==> src/rtl/axaddr_gen_if.sv <==
// axaddr_gen_if: AXI address-channel bundle between the address generator
// and the AR/AW side of a DDR master.
//   master modport: the generator (drives valid/addr/len).
//   slave  modport: the DDR master (drives ready and the retire pulse).
interface axaddr_gen_if #(
  parameter int AW = 32,
  parameter int LW = 8
);
  logic          axvalid;
  logic [AW-1:0] axaddr;
  logic [LW-1:0] axlen;
  logic          axready;
  logic          resp_done;  // one pulse per retired burst

  modport master (
    output axvalid, axaddr, axlen,
    input  axready, resp_done
  );

  modport slave (
    input  axvalid, axaddr, axlen,
    output axready, resp_done
  );
endinterface

==> src/rtl/axaddr_gen.sv <==
// axaddr_gen: issues I_req_num AXI bursts of I_burst_len+1 beats starting at
// I_base_addr with a stride of one burst, keeping at most OSTD bursts
// outstanding, and pulses O_ap_done once all bursts are accepted and retired.
// A low I_ap_start during issue aborts: the pending burst completes, the
// outstanding bursts drain, and no O_ap_done is produced.
// Optional feature: define AXADDR_GEN_STALL_CNT_EN to add O_stall_cnt, a
// saturating per-run count of cycles where valid is held without ready.
module axaddr_gen #(
  parameter int AW    = 32,
  parameter int LW    = 8,
  parameter int NW    = 16,
  parameter int BSIZE = 4,
  parameter int OSTD  = 4
) (
  input  logic            I_clk,
  input  logic            I_rst,
  input  logic            I_ap_start,
  input  logic [AW-1:0]   I_base_addr,
  input  logic [NW-1:0]   I_req_num,
  input  logic [LW-1:0]   I_burst_len,
  axaddr_gen_if.master    ax,
  output logic            O_busy,
  output logic            O_ap_done
`ifdef AXADDR_GEN_STALL_CNT_EN
  ,
  output logic [31:0]     O_stall_cnt
`endif
);

  typedef enum logic [1:0] {
    IDLE  = 2'd0,
    ISSUE = 2'd1,
    DRAIN = 2'd2
  } state_t;

  localparam logic [AW-1:0] ADDR_ONE = {{(AW-1){1'b0}}, 1'b1};
  localparam logic [NW-1:0] REM_ONE  = {{(NW-1){1'b0}}, 1'b1};
  localparam logic [NW-1:0] REM_ZERO = '0;
  localparam logic [7:0]    OSTD_LIM = 8'(OSTD);
  localparam logic [7:0]    OSTD_ONE = 8'd1;

  state_t        state_q, state_d;
  logic          start_q;
  logic [NW-1:0] rem_q, rem_d;
  logic [7:0]    ostd_q, ostd_d;
  logic          valid_q, valid_d;
  logic [AW-1:0] addr_q, addr_d;
  logic [LW-1:0] len_q, len_d;
  logic          done_q, done_d;
  logic          abort_q, abort_d;

  logic          start_edge;
  logic          hs;
  logic          rd_ok;
  logic [AW-1:0] stride;

  assign start_edge = I_ap_start & ~start_q;
  assign hs         = valid_q & ax.axready;
  // A retire pulse with nothing outstanding is spurious and must not underflow.
  assign rd_ok      = ax.resp_done & (ostd_q != 8'd0);
  // Wrap-around of the address is intentional and silent.
  assign stride     = ({{(AW-LW){1'b0}}, len_q} + ADDR_ONE) << BSIZE;

  // Next-state, counter and address-channel decode.
  always_comb begin
    // NOTE: every variable gets a default first so no path leaves one
    // unassigned; that is what keeps this block from inferring latches.
    state_d = state_q;
    rem_d   = rem_q;
    ostd_d  = ostd_q;
    addr_d  = addr_q;
    len_d   = len_q;
    abort_d = abort_q;
    done_d  = 1'b0;
    valid_d = 1'b0;

    if (hs) begin
      rem_d = rem_q - REM_ONE;
    end

    unique case ({hs, rd_ok})
      2'b10:   ostd_d = ostd_q + OSTD_ONE;
      2'b01:   ostd_d = ostd_q - OSTD_ONE;
      default: ostd_d = ostd_q;
    endcase

    unique case (state_q)
      IDLE: begin
        if (start_edge) begin
          if (I_req_num != REM_ZERO) begin
            state_d = ISSUE;
            rem_d   = I_req_num;
            addr_d  = I_base_addr;
            len_d   = I_burst_len;
            abort_d = 1'b0;
          end else begin
            done_d  = 1'b1;
          end
        end
      end
      ISSUE: begin
        if (hs) begin
          addr_d = addr_q + stride;
        end
        if (hs && (rem_q == REM_ONE)) begin
          state_d = DRAIN;
        end else if (!I_ap_start && !valid_q) begin
          state_d = DRAIN;
          abort_d = 1'b1;
        end
      end
      DRAIN: begin
        if (ostd_d == 8'd0) begin
          state_d = IDLE;
          done_d  = (rem_q == REM_ZERO) && !abort_q;
        end
      end
      default: state_d = IDLE;
    endcase

    // A raised valid holds until accepted, even across an abort.
    if (valid_q && !ax.axready) begin
      valid_d = 1'b1;
    end else begin
      valid_d = (state_d == ISSUE) && I_ap_start &&
                (rem_d != REM_ZERO) && (ostd_d < OSTD_LIM);
    end
  end

  // State and datapath registers.
  always_ff @(posedge I_clk) begin
    // NOTE: sequential state uses non-blocking assignments so every register
    // samples the pre-edge values regardless of statement order.
    if (I_rst) begin
      state_q <= IDLE;
      start_q <= 1'b0;
      rem_q   <= '0;
      ostd_q  <= '0;
      valid_q <= 1'b0;
      addr_q  <= '0;
      len_q   <= '0;
      done_q  <= 1'b0;
      abort_q <= 1'b0;
    end else begin
      state_q <= state_d;
      start_q <= I_ap_start;
      rem_q   <= rem_d;
      ostd_q  <= ostd_d;
      valid_q <= valid_d;
      addr_q  <= addr_d;
      len_q   <= len_d;
      done_q  <= done_d;
      abort_q <= abort_d;
    end
  end

  assign ax.axvalid = valid_q;
  assign ax.axaddr  = addr_q;
  assign ax.axlen   = len_q;
  assign O_busy     = (state_q != IDLE);
  assign O_ap_done  = done_q;

`ifdef AXADDR_GEN_STALL_CNT_EN
  logic [31:0] stall_q;

  // Saturating count of back-pressured cycles in the current run.
  always_ff @(posedge I_clk) begin
    if (I_rst) begin
      stall_q <= '0;
    end else if ((state_q == IDLE) && start_edge) begin
      stall_q <= '0;
    end else if (valid_q && !ax.axready && (stall_q != 32'hFFFF_FFFF)) begin
      stall_q <= stall_q + 32'd1;
    end
  end

  assign O_stall_cnt = stall_q;
`endif

endmodule

==> src/flat_wrapper.sv <==
// flat-port wrapper written by rule: the top's interface ports become plain ports
module axaddr_gen_flat 
#(
  parameter int AW    = 32,
  parameter int LW    = 8,
  parameter int NW    = 16,
  parameter int BSIZE = 4,
  parameter int OSTD  = 4
)
  (I_clk, I_rst, I_ap_start, I_base_addr, I_req_num, I_burst_len, O_busy, O_ap_done, ax_axvalid, ax_axaddr, ax_axlen, ax_axready, ax_resp_done);
  axaddr_gen_if #(.AW(AW), .LW(LW)) ax_i ();
  input  logic I_clk;
  input  logic I_rst;
  input  logic I_ap_start;
  input  logic [AW-1:0] I_base_addr;
  input  logic [NW-1:0] I_req_num;
  input  logic [LW-1:0] I_burst_len;
  output logic O_busy;
  output logic O_ap_done;
  output wire logic [$bits(ax_i.axvalid)-1:0] ax_axvalid;
  output wire logic [$bits(ax_i.axaddr)-1:0] ax_axaddr;
  output wire logic [$bits(ax_i.axlen)-1:0] ax_axlen;
  input wire logic [$bits(ax_i.axready)-1:0] ax_axready;
  input wire logic [$bits(ax_i.resp_done)-1:0] ax_resp_done;
  assign ax_axvalid = ax_i.axvalid;
  assign ax_axaddr = ax_i.axaddr;
  assign ax_axlen = ax_i.axlen;
  assign ax_i.axready = ax_axready;
  assign ax_i.resp_done = ax_resp_done;
  axaddr_gen #(.AW(AW), .LW(LW), .NW(NW), .BSIZE(BSIZE), .OSTD(OSTD)) u_core (.I_clk(I_clk), .I_rst(I_rst), .I_ap_start(I_ap_start), .I_base_addr(I_base_addr), .I_req_num(I_req_num), .I_burst_len(I_burst_len), .ax(ax_i), .O_busy(O_busy), .O_ap_done(O_ap_done));
endmodule
==> config.mk <==
export PLATFORM = sky130hd
export DESIGN_NAME = axaddr_gen_flat
export DESIGN_NICKNAME = d
export VERILOG_FILES = /design/src/rtl/axaddr_gen_if.sv /design/src/rtl/axaddr_gen.sv /design/src/flat_wrapper.sv
export SDC_FILE = /design/constraint.sdc
export NUM_CORES = 1
export LEC_CHECK = 0
export CORE_MARGIN = 10
export CORE_UTILIZATION = 35
export CTS_CLUSTER_SIZE = 28
export DETAILED_ROUTE_END_ITERATION = 8
export RECOVER_POWER = 50
export SYNTH_ARGS = -nofsm -noshare
export SYNTH_HDL_FRONTEND = slang
export SYNTH_SLANG_ARGS = --single-unit
==> constraint.sdc <==
create_clock -name I_clk -period 2.75 [get_ports I_clk]
set_input_delay 0.55 -clock I_clk [delete_from_list [all_inputs] [get_ports I_clk]]
set_output_delay 0.55 -clock I_clk [all_outputs]
set_load 0.03 [all_outputs]
# Yosys cells after proc, flatten, opt, wreduce, memory -nomap -nowiden

Cells that the tools add are included.
W data, S select, Z words.

$mul: 0
$add $sub $neg: 5
Order comparisons: 1
Reduce and logical (&&, ||, !) cells: 22
Equal/unequal tests: 11
Shifts and indexed selects: 0
Multiplexer cells: 25
Div/mod/pow operators: 0
Bitwise logic cells: 4

Operators by type and width:

| cell                    | count |
|---|---|
| $mux W32                | 3 |
| $mux W16                | 4 |
| $pmux W32 S2            | 1 |
| $add A32 B32 Y32        | 1 |
| $reduce_bool A16 Y1     | 2 |
| $eq A16 B1 Y1 const B   | 1 |
| $logic_not A16 Y1       | 1 |
| $pmux W8 S2             | 1 |
| $sub A16 B1 Y16 const B | 1 |
| $mux W2                 | 5 |
| $add A8 B1 Y9 const B   | 1 |
| $add A8 B1 Y8 const B   | 1 |
| $logic_not A8 Y1        | 1 |
| $lt A8 B3 Y1 const B    | 1 |
| $mux W1                 | 8 |
| $ne A2 B1 Y1 const B    | 4 |
| $reduce_bool A8 Y1      | 1 |
| $sub A8 B1 Y8 const B   | 1 |
| $logic_and A1 B1 Y1     | 7 |
| $eq A2 B1 Y1 const B    | 3 |
| $pmux W2 S3             | 1 |
| $reduce_and A5 Y1       | 1 |
| $eq A2 B2 Y1 const B    | 2 |
| $logic_not A1 Y1        | 4 |
| other kinds (8)         | 12 |

Memories kept: 0
Memory bits (read-only): 0
Latch bits: 0
Bits in registers: 70
Logic and storage cells: 77
Output and inout bits: 43
Input bits: 61
Bits in writable memories: 0

# Logic depth before layout (Yosys ltp)

Gate-level depths: netlist (run 1).

Word-level depth: 12
Mapped depth: 12
Mapped depth without buffers: 11

# Least setup slack after synthesis (run 1)

No wires, ideal clock.

Kind: reg-to-reg
Start point: register u_core.len_q[0] (netlist: u_core.ax.axlen[0])
End point: register u_core.addr_q[20] (netlist: u_core.ax.axaddr[20])
Buffers on the path: 1
Cell stages (with the launch flop): 13
Arrival: 2956 ps
Clock period less this slack: 3030 ps
Library setup time: 74 ps
Required time: 2676 ps
Setup slack: -280 ps
Path through: dfxtp_1 > and3_1 > nand3_1 > or2_2 > xnor2_1 > ha_1 > a21oi_1 > o211ai_1 > a31oi_1 > clkbuf_1 > o311ai_0 > o21a_1 > a31oi_1

Longest elaborated chain between the ends: 4

Ends and longest elaborated chain:

| element                | RTL line          | source |
|---|---|---|
| start, declared        | axaddr_gen.sv:48  | `logic [LW-1:0] len_q, len_d;` |
| start signal, assigned | axaddr_gen.sv:151 | `len_q <= len_d;` |
| $add A8 B1 Y9          | axaddr_gen.sv:62  | `assign stride = ({{(AW-LW){1'b0}}, len_q} + ADDR_ONE) << BSIZE;` |
| $add A32 B32 Y32       | axaddr_gen.sv:103 | `addr_d = addr_q + stride;` |
| $mux W32               | axaddr_gen.sv:102 | `if (hs) begin` |
| $pmux W32 S2           | axaddr_gen.sv:87  | `unique case (state_q)` |
| end signal, assigned   | axaddr_gen.sv:150 | `addr_q <= addr_d;` |
| end, declared          | axaddr_gen.sv:47  | `logic [AW-1:0] addr_q, addr_d;` |

Every way passes these cells. The select of a mux whose other input is x is not followed.
A chain may end at the register's enable or synchronous reset.

# Worst setup path in the final report (run 1)

Start point: register u_core.ostd_q[3]
End point: register u_core.done_q (netlist: u_core.O_ap_done)

Longest elaborated chain between the ends: 7
Elaborated cells on any way between the ends: 10
Those cells by class: 2 x add/sub; 2 x eq/ne; 3 x mux; 1 x bitwise; 2 x reduce/logical

Ends and longest elaborated chain:

| element                                                               | RTL line          | source |
|---|---|---|
| start, declared                                                       | axaddr_gen.sv:45  | `logic [7:0] ostd_q, ostd_d;` |
| start signal, assigned                                                | axaddr_gen.sv:148 | `ostd_q <= ostd_d;` |
| parallel branches: the longest is 3 deep, another holds $sub A8 B1 Y8 | --                |  |
| $pmux W8 S2 (*)                                                       | axaddr_gen.sv:81  | `unique case ({hs, rd_ok})` |
| $logic_not A8 Y1 (*)                                                  | axaddr_gen.sv:113 | `if (ostd_d == 8'd0) begin` |
| $mux W1 (*)                                                           | axaddr_gen.sv:113 |  |
| $pmux W1 S2 (*)                                                       | axaddr_gen.sv:87  |  |
| end signal, assigned                                                  | axaddr_gen.sv:152 | `done_q <= done_d;` |
| end, declared                                                         | axaddr_gen.sv:49  | `logic done_q, done_d;` |

Mark *: on every way between the ends.

==> results of run 1 <==
==> report_power, final <==
group	internal [mW]	switching, mW	total, mW
Clock	0.678	0.453	1.13
Sequential	1.18	0.183	1.36
Combinational	1.56	1.52	3.08
Total	3.42	2.15	5.57
==> metal layers <==
layer | wire length (um) | global-route usage, % | vias to the layer above
met5 | 0 | 0 | -
met4 | 189 | 5.62 | 0
met3 | 789 | 3.25 | 18
met2 | 7980 | 29.7 | 171
met1 | 7570 | 23.1 | 2457
li1 | - | - | 2551
==> final cells by class <==
type                       count  area share, %
timing repair buffer         211           26.0
tap                          172           2.99
multi-input combinational    467           46.8
clock inverter                 4          0.278
clock buffer                  12           3.70
sequential                    70           19.7
inverter                       9          0.469
==> worst paths after layout <==
path                    endpoint  depth (start not counted)
max             u_core.O_ap_done                         11
max reg2reg     u_core.O_ap_done                         11
min reg2reg  u_core.ax.axaddr[2]                          2
min          u_core.ax.axaddr[2]                          2
==> layout by cell type (no fill, tap or decap), types with 7 or more instances in the layout <==
master | Yosys | routed
buf_4 | 0 | 97
nand2_1 | 69 | 68
nor2_1 | 64 | 62
dfxtp_1 | 70 | 62
clkdlybuf4s50_1 | 0 | 56
dlygate4sd3_1 | 0 | 44
a21oi_1 | 40 | 36
a211oi_1 | 24 | 22
nor3_1 | 21 | 20
xnor2_1 | 19 | 17
nor4_1 | 17 | 13
nand3_1 | 14 | 12
a311oi_1 | 10 | 10
ha_1 | 19 | 10
inv_1 | 9 | 9
a21o_1 | 9 | 9
clkbuf_16 | 0 | 9
xor2_1 | 9 | 8
and3_1 | 9 | 8
o21ai_0 | 12 | 8
a31oi_1 | 11 | 8
buf_6 | 0 | 8
nor3b_1 | 7 | 7
o211ai_1 | 7 | 7
ha_4 | 0 | 7
==> registers in the layout, summed over array words and instances (netlist names) <==
name               cells
u_core.O_ap_done       1
u_core.start_q         1
u_core.ax.axvalid      1
u_core.ax.axlen        8
u_core.ostd_q          8
u_core.rem_q          16
u_core.ax.axaddr      32
u_core.state_q         2
u_core.abort_q         1
==> cell usage after synthesis (4+ instances only) <==
library cell | instances | share of area [%]
a21o_1 | 9 | 1.5
and2_1 | 5 | 0.68
inv_1 | 9 | 0.74
or3_1 | 4 | 0.55
o32ai_1 | 4 | 0.77
clkbuf_1 | 27 | 2.2
buf_2 | 5 | 0.55
nor3b_1 | 7 | 1.1
nand4_1 | 5 | 0.68
a211oi_1 | 24 | 3.9
o21ai_0 | 12 | 1.3
nor3_1 | 21 | 2.3
ha_1 | 19 | 5.2
a31oi_1 | 11 | 1.5
o211ai_1 | 7 | 1.1
or4_1 | 4 | 0.66
a22oi_1 | 4 | 0.66
and3_1 | 9 | 1.2
a21oi_1 | 40 | 4.4
o21a_1 | 5 | 0.82
a311oi_1 | 10 | 1.9
xor2_1 | 9 | 1.7
nand2_1 | 69 | 5.7
a211o_1 | 4 | 0.77
nand2b_1 | 6 | 0.82
nor2b_1 | 4 | 0.55
nor2_1 | 64 | 5.3
nor4_1 | 17 | 2.3
nand3_1 | 14 | 1.5
dfxtp_1 | 70 | 31
or2_2 | 4 | 0.55
xnor2_1 | 19 | 3.6
==> kinds of logic (layout without fill, tap and decap cells) <==
| group | Yosys count | in the layout | synth area share (%) |
|---|---|---|---|
| compound gates | 163 | 163 | 25.4 |
| xor+xnor | 28 | 28 | 5.36 |
| fa+ha+maj | 21 | 21 | 6.07 |
| buf+inv | 43 | 236 | 3.66 |
| flops | 70 | 70 | 30.6 |
| mux | 2 | 2 | 0.547 |
| simple gates | 253 | 253 | 28.3 |
==> stage by stage <==
stage,cell area (sq um),TNS (ns),instances,utilization [%]
2_1_floorplan,4630,0,580,-
3_3_place_gp,6450,-7.75,914,50.7
3_5_place_dp,6450,-8.68,914,50.7
4_1_cts,6920,-0.212,939,54.4
5_1_grt,7200,-0.983,945,56.6
6_report,7200,-0.167,945,56.6
==> worst min-delay path, cell delays in order (launching register included) <==
cell,delay (ns)
dfxtp_1,0.30
nand2_1,0.05
a21oi_1,0.05
==> timing repair <==
item,in CTS,in global routing
cloned,0,1
pin swaps,27,42
buffers inserted,9,6
gates resized for setup,22,46
endpoints found under the setup margin,8,22
==> summary.md, run 1 <==
| Metric | Value |
|---|---|
| Run status | finished, violations left |
| Violated checks | negative setup slack |
| Worst r2r src | u_core.ostd_q[3] |
| # fillers | 1210 |
| RSZ-0062 raised after global routing | true |
| Initial core utilization | 36.0% |
| Hold_sp | u_core.ax.axaddr[2] |
| TritonCTS buffer count | 9 |
| H-tree depth | 3 |
| Setup CP Type | flop to flop |
| Slowest CP cell | fa_2 |
| Worst-margin pin slew | 0.568 ns |
| R2R setup slack | -0.1 ns |
| Gr ovfl total | 0 |
| Worst skew pair latency | 0.34 ns |
| Max cap viols | 0 |
| Clock sink count | 70 |
| Hold-fix buffers, CTS | 0 |
| Root buf cell | clkbuf_16 |
| Net Count, Synth | 662 |
| Multi-input logic area | 3370 sq um |
| Final wirelength | 16500 um |
| Post-route worst setup slack | -0.0996 ns |
| ANT cells | 0 |
| CTS max path bufs | 2 |
| Crit path DAT | 3.11 ns |
| Worst stage delay on the critical path | 0.36 ns |
| Pwr/cell area | 774 nW/um^2 |
| DP Wirelength | 12200 um |
| Worst slack, placed | -0.668 ns |
| Clk slew on worst S/H paths | 0.06 ns |
| Crit path from | u_core.ostd_q[3] |
| Register area share after synthesis | 30.6% |
| Syn. warnings | 0 |
| WHS | 0.449 ns |
| Worst Path Max Fanout | 5 |
| Vias | 5197 |
| CTS tree | yes |
| Hold Crit Class | flop to flop |
| Slew HR | 62.1% |
| Post-synth EDFFs | 0 |
| P&R area growth vs syn | 57.4% |
| Leakage | 2.89 nW |
| Period utilization | 104% |
| Largest net degree at the start of global routing | 32 |
| Worst Path Buf+Inv | 0 |
| Total power draw | 5.57 mW |
| Die Width | 134 um |
| Pre-antenna DRT Iters | 5 |
| Yosys reg bits | 70 |
| # port buffers | 103 |
| WL per Instance | 17.5 um |
| Worst path required time | 3.01 ns |
| DR DRC count | 0 |
| Final hold vios | 0 |
| Die Y | 134 um |
| 1st-iter DRT viols | 425 |
| Die area | 18000 sq um |
| Share of layout cells above drive strength 1 | 24.7% |
| Endpoints failing setup | 3 |
| Tmin final | 2.85 ns |
| Site Rows | 41 |
| Antenna Nets Post-Route | 0 |
| Max VDD drop | 526 uV |
| Yosys cell types | 69 |
| Sequential cell area | 1420 sq um |
| Final nets | 850 |
| Vias per inst | 5.50 |
| Final Skew | 0.00614 ns |
| Crit end category | flop |
| Slew Limit Fails | 0 |
| CP startpoint kind | flop |
| First-pass GRT wire length | 26800 um |
| CP delay by family, top | compound AO/OA/AOI/OAI gates |
| Max Fclk | 351 MHz |
| Initial antenna violation count | 0 |
| Post-Syn Instances | 580 |
| Placer congestion estimate | 0.922 |
| CP Cell Sequence | nor4_4 > a31oi_2 > ha_4 > fa_2 > a211o_1 > a21o_1 > a211oi_2 > nand4_1 > nor3_2 > a22oi_1 > nor3_1 |
| Vias in the first global route | 5163 |
| FFs w/ async S/R, synth | 0% |
| GR Util All Layers | 18.0% |
| Post-Syn Area per Cell | 7.89 sq um |
| Mapped cell area | 4580 sq um |
| Synth Flop Type | dfxtp_1 |
| IO Pins | 104 |
| Core Area | 12700 sq um |
(Power assumes the default switching activity.)
==> run 2: changes to the inputs <==
--- a/config.mk
+++ b/config.mk
@@ -10,6 +10,7 @@
 export CTS_CLUSTER_SIZE = 28
 export DETAILED_ROUTE_END_ITERATION = 8
 export RECOVER_POWER = 50
+export SETUP_SLACK_MARGIN = 0.4
 export SYNTH_ARGS = -nofsm -noshare
 export SYNTH_HDL_FRONTEND = slang
 export SYNTH_SLANG_ARGS = --single-unit
==> run 2 against run 1 <==
The run still ends with negative setup slack left; worst setup slack better by 0.072 ns; critical path depth did not move; first-iteration DRC count up 26%; die area unchanged; power increased by 2.0%; clock skew is 0.0035 ns higher; combinational power hardly changed; maximum frequency increased by 2.6%; register-to-register slack better by 0.07 ns; critical endpoint unchanged; largest power group unchanged.
==> summary.md, run 2 (synthesis results as in run 1) <==
| Metric | Value |
|---|---|
| Die Width | 134 um (unchanged) |
| H-tree depth | 3 (unchanged) |
| Post-route setup TNS | -0.0329 ns (+0.134 ns) |
| Die area | 18000 sq um (unchanged) |
| Vias per inst | 5.55 (+0.89%) |
| ANT cells | 0 (unchanged) |
| Fin util | 59.6% (+3.0 points) |
| Post-route worst setup slack | -0.0272 ns (+0.0724 ns) |
| Die Y | 134 um (unchanged) |
| Initial antenna violation count | 0 (unchanged) |
| Final hold vios | 0 (unchanged) |
| Slowest CP cell | fa_2 |
| GR Util All Layers | 18.0% (-0.021 points) |
| Multi-input logic area | 3540 sq um (+4.9%) |
| Worst-margin pin slew | 0.625 ns (+0.0567 ns) |
| Worst path required time | 3.02 ns (about the same) |
| Clk slew on worst S/H paths | 0.06 ns (about the same) |
| CP startpoint kind | flop |
| Switching pwr | 2.21 mW (+2.5%) |
| Net Sw Frac | 38.8% (+0.22 points) |
| Core Area | 12700 sq um (unchanged) |
| Pre-antenna DRT Iters | 5 (unchanged) |
| TritonCTS buffer count | 9 (unchanged) |
| Slew Limit Fails | 0 (unchanged) |
| Vias in the first global route | 5167 (+0.077%) |
| Pint | 3.48 mW (+1.6%) |
| CTS tree | yes |
| 1st-iter DRT viols | 534 (+26%) |
| Slew HR | 58.2% (-3.9 points) |
| Worst skew pair latency | 0.34 ns (about the same) |
| RSZ-0062 raised after global routing | true |
| Worst Path Max Fanout | 5 (unchanged) |
| Commonest cells after routing, fill and taps aside | buf_4, clkdlybuf4s50_1, nand2_1 |
| Flop pwr share | 24.2% (-0.3 points) |
| Hold-fix buffers, CTS | 0 (unchanged) |
| IO Pins | 104 (unchanged) |
| Vias | 5293 (+1.8%) |
| Run status | finished, violations left |
| Post-DP Area | 6490 sq um (+0.64%) |
| Crit path DAT | 3.04 ns (-0.07 ns) |
| Root buf cell | clkbuf_16 |
| Clock sink count | 70 (unchanged) |
| Pwr/cell area | 750 nW/um^2 (-3.1%) |
| Share of layout cells above drive strength 1 | 29.4% (+4.7 points) |
| Most common cell after layout, fill and taps aside | buf_4 |
| DR DRC count | 0 (unchanged) |
| Max VDD drop | 374 uV (-29%) |
| Post-Place Cells | 910 (-0.44%) |
| Max cap viols | 0 (unchanged) |
| P&R area growth vs syn | 65.6% |
| WL per Instance | 17.8 um (+1.8%) |
| Placer congestion estimate | 0.878 (-4.8%) |
| Site Rows | 41 (unchanged) |
| # fillers | 1151 (-4.9%) |
| Flip-flop count of the largest register after layout | 32 (unchanged) |
| Post-Layout Cell Count | 954 (+0.95%) |
| Initial core utilization | 36.0% (unchanged) |
| Leakage | 3.00 nW (+3.7%) |
| Sequential cell area | 1420 sq um (unchanged) |
| Violated checks | negative setup slack |
| Clock Power Share | 21.7% (+1.4 points) |
| Comb power frac | 54.2% (-1.0 points) |
| CTS max path bufs | 2 (unchanged) |
| Final wirelength | 17000 um (+2.7%) |
| Final Cell Area | 7580 sq um (+5.2%) |
| Hold Crit Class | flop to flop |
| Tmin final | 2.78 ns (-0.0724 ns) |
| DP Wirelength | 12200 um (-0.10%) |
| Final Skew | 0.00967 ns (+0.00353 ns) |
| Antenna Nets Post-Route | 0 (unchanged) |
| Gr ovfl total | 0 (unchanged) |
| # port buffers | 103 (unchanged) |
| First-pass GRT wire length | 26700 um (-0.21%) |
| Hold Path Depth | 2 (unchanged) |
| Final nets | 859 (+1.1%) |
| Setup CP Type | flop to flop |
| Crit end category | flop |
| CP Cell Sequence | nor4_4 > a31oi_4 > ha_4 > fa_2 > a211o_1 > a21o_1 > a211oi_2 > nand4_1 > nor3_2 > a22oi_1 > nor3_1 |
| Max Fclk | 360 MHz (+2.6%) |
| Largest net degree at the start of global routing | 56 (+75%) |
| Reg2Reg Depth | 11 (unchanged) |
| Worst stage delay on the critical path | 0.38 ns (+0.02 ns) |
| Endpoints failing setup | 2 (-1) |
| Period utilization | 101% (-2.6 points) |
| Total power draw | 5.68 mW (+2.0%) |
==> run 2: per-stage QoR <==
stage	hold slack, ns	setup slack [ns]
after global placement	0.444	-0.557
after CTS	0.456	-0.0589
after detailed placement	0.448	-0.565
after global routing	0.495	-0.201
after floorplan	0.448	0.0641
final	0.452	-0.0272
==> run 2: power groups by stage <==
stage / Sequential, mW / Combinational [mW] / Clock (mW)
after floorplan: 1.49 / 1.52 / 0
after global placement: 1.36 / 2.64 / 0
after detailed placement: 1.36 / 2.67 / 0
after CTS: 1.36 / 2.97 / 1.24
after global routing: 1.39 / 3.35 / 1.29
final: 1.37 / 3.08 / 1.23
==> run 2: critical path: cells and delay by family, from the launching register on <==
kind	cells	cell delay [ns]
compound gates	5	0.93
fa+ha+maj	2	0.60
flops	1	0.33
simple gates	4	0.85
==> run 2: layout make-up <==
type	instances	area share (%)
Tap cell	172	2.84
Inverter	9	0.479
Clock buffer	14	4.03
Timing Repair Buffer	220	27.1
Multi-Input combinational cell	467	46.7
Sequential cell	70	18.8
Clock inverter	2	0.132
==> run 2: repair_timing <==
action	4_1_cts	5_1_grt
pin swaps	51	39
hold endpoints to repair	0	0
buffers inserted	14	13
gates cloned	0	1
endpoints found under the setup margin	59	57
resized for setup	73	54
==> run 2: worst paths after layout <==
check                 startpoint                  end  slack [ns]
max reg2reg     u_core.ostd_q[4]     u_core.O_ap_done       -0.03
min reg2reg  u_core.ax.axaddr[3]  u_core.ax.axaddr[3]        0.45
min          u_core.ax.axaddr[3]  u_core.ax.axaddr[3]        0.45
max             u_core.ostd_q[4]     u_core.O_ap_done       -0.03
==> run 2: layer usage <==
layer / vias up / global-route usage [%] / routed length [um]
met1: 2472 / 22.8 / 7600
met2: 206 / 29.4 / 7970
met3: 38 / 3.73 / 1050
met5: - / 0 / 0
met4: 0 / 6.23 / 356
li1: 2577 / - / -
==> run 3: changes to the inputs <==
--- a/config.mk
+++ b/config.mk
@@ -14,3 +14,4 @@
 export SYNTH_ARGS = -nofsm -noshare
 export SYNTH_HDL_FRONTEND = slang
 export SYNTH_SLANG_ARGS = --single-unit
+export TNS_END_PERCENT = 5
==> run 3 against run 2 <==
The flow still finishes with violations (negative setup slack); combinational power up 6%; hold slack improved by 0.0042 ns; non-clock buffer count down 10; cell count is 1.0% lower; maximum frequency decreased by 1.6%; sequential cell count unchanged; power grew 3.8%; sequential power is essentially flat; wire length decreased by 2.8%; sequential share of layout area is 0.73 points higher; critical path depth stayed put; critical endpoint unchanged; largest cell class unchanged; largest power group unchanged.
==> summary.md, run 3 (synthesis results as in run 1) <==
| Metric | Value |
|---|---|
| Worst path required time | 3.01 ns (about the same) |
| Slew Limit Fails | 0 (unchanged) |
| Placer congestion estimate | 0.898 (+2.3%) |
| RSZ-0062 raised after global routing | true |
| Multi-input logic area | 3430 sq um (-3.1%) |
| Flip-flop count of the largest register after layout | 32 (unchanged) |
| IO Pins | 104 (unchanged) |
| Period utilization | 103% (+1.6 points) |
| Endpoints failing setup | 3 (+1) |
| Site Rows | 41 (unchanged) |
| Hold-fix buffers, CTS | 0 (unchanged) |
| Vias per inst | 5.53 (-0.32%) |
| Slew HR | 59.2% (+1.0 points) |
| TritonCTS buffer count | 9 (unchanged) |
| P&R area growth vs syn | 59.1% |
| Post-Layout Cell Count | 944 (-1.0%) |
| GR Util All Layers | 17.7% (-0.24 points) |
| Leakage | 2.84 nW (-5.2%) |
| Post-DP Area | 6490 sq um (about the same) |
| Antenna Nets Post-Route | 0 (unchanged) |
| Final hold vios | 0 (unchanged) |
| Sequential cell area | 1420 sq um (-0.18%) |
| Share of layout cells above drive strength 1 | 26.8% (-2.6 points) |
| Final nets | 849 (-1.2%) |
| # port buffers | 103 (unchanged) |
| Max cap viols | 0 (unchanged) |
| DR DRC count | 0 (unchanged) |
| Comb power frac | 55.2% (+1.0 points) |
| Final Cell Area | 7280 sq um (-3.9%) |
| Post-route worst setup slack | -0.0717 ns (-0.0445 ns) |
| Largest net degree at the start of global routing | 31 (-45%) |
| 1st-iter DRT viols | 375 (-30%) |
| Vias | 5221 (-1.4%) |
| Crit path from | u_core.ostd_q[6] |
| Tmin final | 2.82 ns (+0.0445 ns) |
| R2R setup slack | -0.07 ns (-0.04 ns) |
| Root buf cell | clkbuf_16 |
| Max VDD drop | 574 uV (+53%) |
| Setup CP Type | flop to flop |
| First-pass GRT wire length | 26200 um (-1.9%) |
| Core Area | 12700 sq um (unchanged) |
| Clock sink count | 70 (unchanged) |
| Switching pwr | 2.27 mW (+2.9%) |
| H-tree depth | 3 (unchanged) |
| Worst r2r src | u_core.ostd_q[6] |
| Max Fclk | 354 MHz (-1.6%) |
| Gr ovfl total | 0 (unchanged) |
| Pint | 3.62 mW (+4.3%) |
| ANT cells | 0 (unchanged) |
| Pwr/cell area | 810 nW/um^2 (+8.0%) |
| Crit end category | flop |
| Most common cell after layout, fill and taps aside | buf_4 |
| Worst-margin pin slew | 0.611 ns (-0.0136 ns) |
| CTS max path bufs | 2 (unchanged) |
| Vias in the first global route | 5202 (+0.68%) |
| Reg2Reg Depth | 11 (unchanged) |
| Pre-antenna DRT Iters | 5 (unchanged) |
| R2r endpoint | u_core.O_ap_done |
| Worst skew pair latency | 0.35 ns (about the same) |
| Clk slew on worst S/H paths | 0.06 ns (about the same) |
| Initial antenna violation count | 0 (unchanged) |
| Crit path to | u_core.O_ap_done |
| Final Skew | 0.00821 ns (-0.00146 ns) |
| Run status | finished, violations left |
| Hold Crit Class | flop to flop |
| DP Wirelength | 12300 um (+0.94%) |
| Post-Place Cells | 920 (+1.1%) |
| Die Y | 134 um (unchanged) |
| Die area | 18000 sq um (unchanged) |
| # fillers | 1203 (+4.5%) |
| Crit path DAT | 3.08 ns (+0.04 ns) |
| Net Sw Frac | 38.5% (-0.31 points) |
| WL per Instance | 17.5 um (-1.7%) |
| Violated checks | negative setup slack |
| Final wirelength | 16500 um (-2.8%) |
| CTS tree | yes |
| CP startpoint kind | flop |
| Worst Path Max Fanout | 5 (unchanged) |
| Fin util | 57.2% (-2.3 points) |
| Initial core utilization | 36.0% (unchanged) |
| Flop pwr share | 23.1% (-1.1 points) |
| Commonest cells after routing, fill and taps aside | buf_4, clkdlybuf4s50_1, nand2_1 |
| Clock Power Share | 21.6% (about the same) |
| Die Width | 134 um (unchanged) |
[run 3: final cells by class]
class | count | share of cell area (%)
inverter | 9 | 0.464
multi-input combinational | 467 | 47.1
tap | 172 | 2.96
sequential | 70 | 19.5
clock buffer | 12 | 3.38
clock inverter | 4 | 0.962
timing repair buffer | 210 | 25.7
[run 3: power by group through the flow]
stage / clock network (mW) / logic (mW) / registers [mW]
detailed placement: 0 / 2.73 / 1.36
global route: 1.34 / 3.55 / 1.38
global placement: 0 / 2.69 / 1.35
CTS: 1.31 / 3.04 / 1.36
finish: 1.28 / 3.26 / 1.36
floorplan: 0 / 1.46 / 1.48
[run 3: worst min-delay path by stage]
stage / depth (start not counted) / slack [ns] / to / from
floorplan: 1 / 0.45 / u_core.O_ap_done / u_core.state_q[0]
global placement: 2 / 0.44 / u_core.ax.axaddr[0] / u_core.ax.axaddr[0]
detailed placement: 2 / 0.45 / u_core.ax.axaddr[3] / u_core.ax.axaddr[3]
CTS: 2 / 0.46 / u_core.ax.axaddr[1] / u_core.ax.axaddr[1]
global route: 2 / 0.47 / u_core.ax.axaddr[1] / u_core.ax.axaddr[1]
finish: 2 / 0.46 / u_core.ax.axaddr[1] / u_core.ax.axaddr[1]
[run 3: routing by layer]
metal	routed length [um]	track usage [%]	part of all wire, %
met2	8030	30.7	49
met4	275	6.29	1.7
met5	0	0	0
met1	7360	21.5	45
met3	847	3.02	5.1
[run 3: stage by stage]
step           hold WS, ns  TNS (ns)  total power [mW]  setup WS [ns]
2_1_floorplan        0.448         0              2.94         0.0639
6_report             0.456    -0.186              5.90        -0.0717
3_3_place_gp         0.444     -8.41              4.04         -0.614
4_1_cts              0.459    -0.169              5.71        -0.0775
3_5_place_dp         0.452     -9.06              4.09         -0.621
5_1_grt              0.474     -1.06              6.28         -0.255
[run 3: timing repair]
action,in CTS,in global routing
pin swaps,43,23
buffers inserted,7,1
resized for setup,64,31
setup endpoints to repair,64,40
gates cloned,0,0
[run 3: worst max-delay path, stage by stage (launching register included)]
cell	delay [ns]
dfxtp_2	0.33
nor4_4	0.35
a31oi_4	0.13
ha_4	0.21
fa_2	0.35
a211o_1	0.33
a21o_1	0.19
a211oi_2	0.21
nand4_1	0.19
nor3_2	0.19
a22oi_1	0.10
nor3_1	0.15
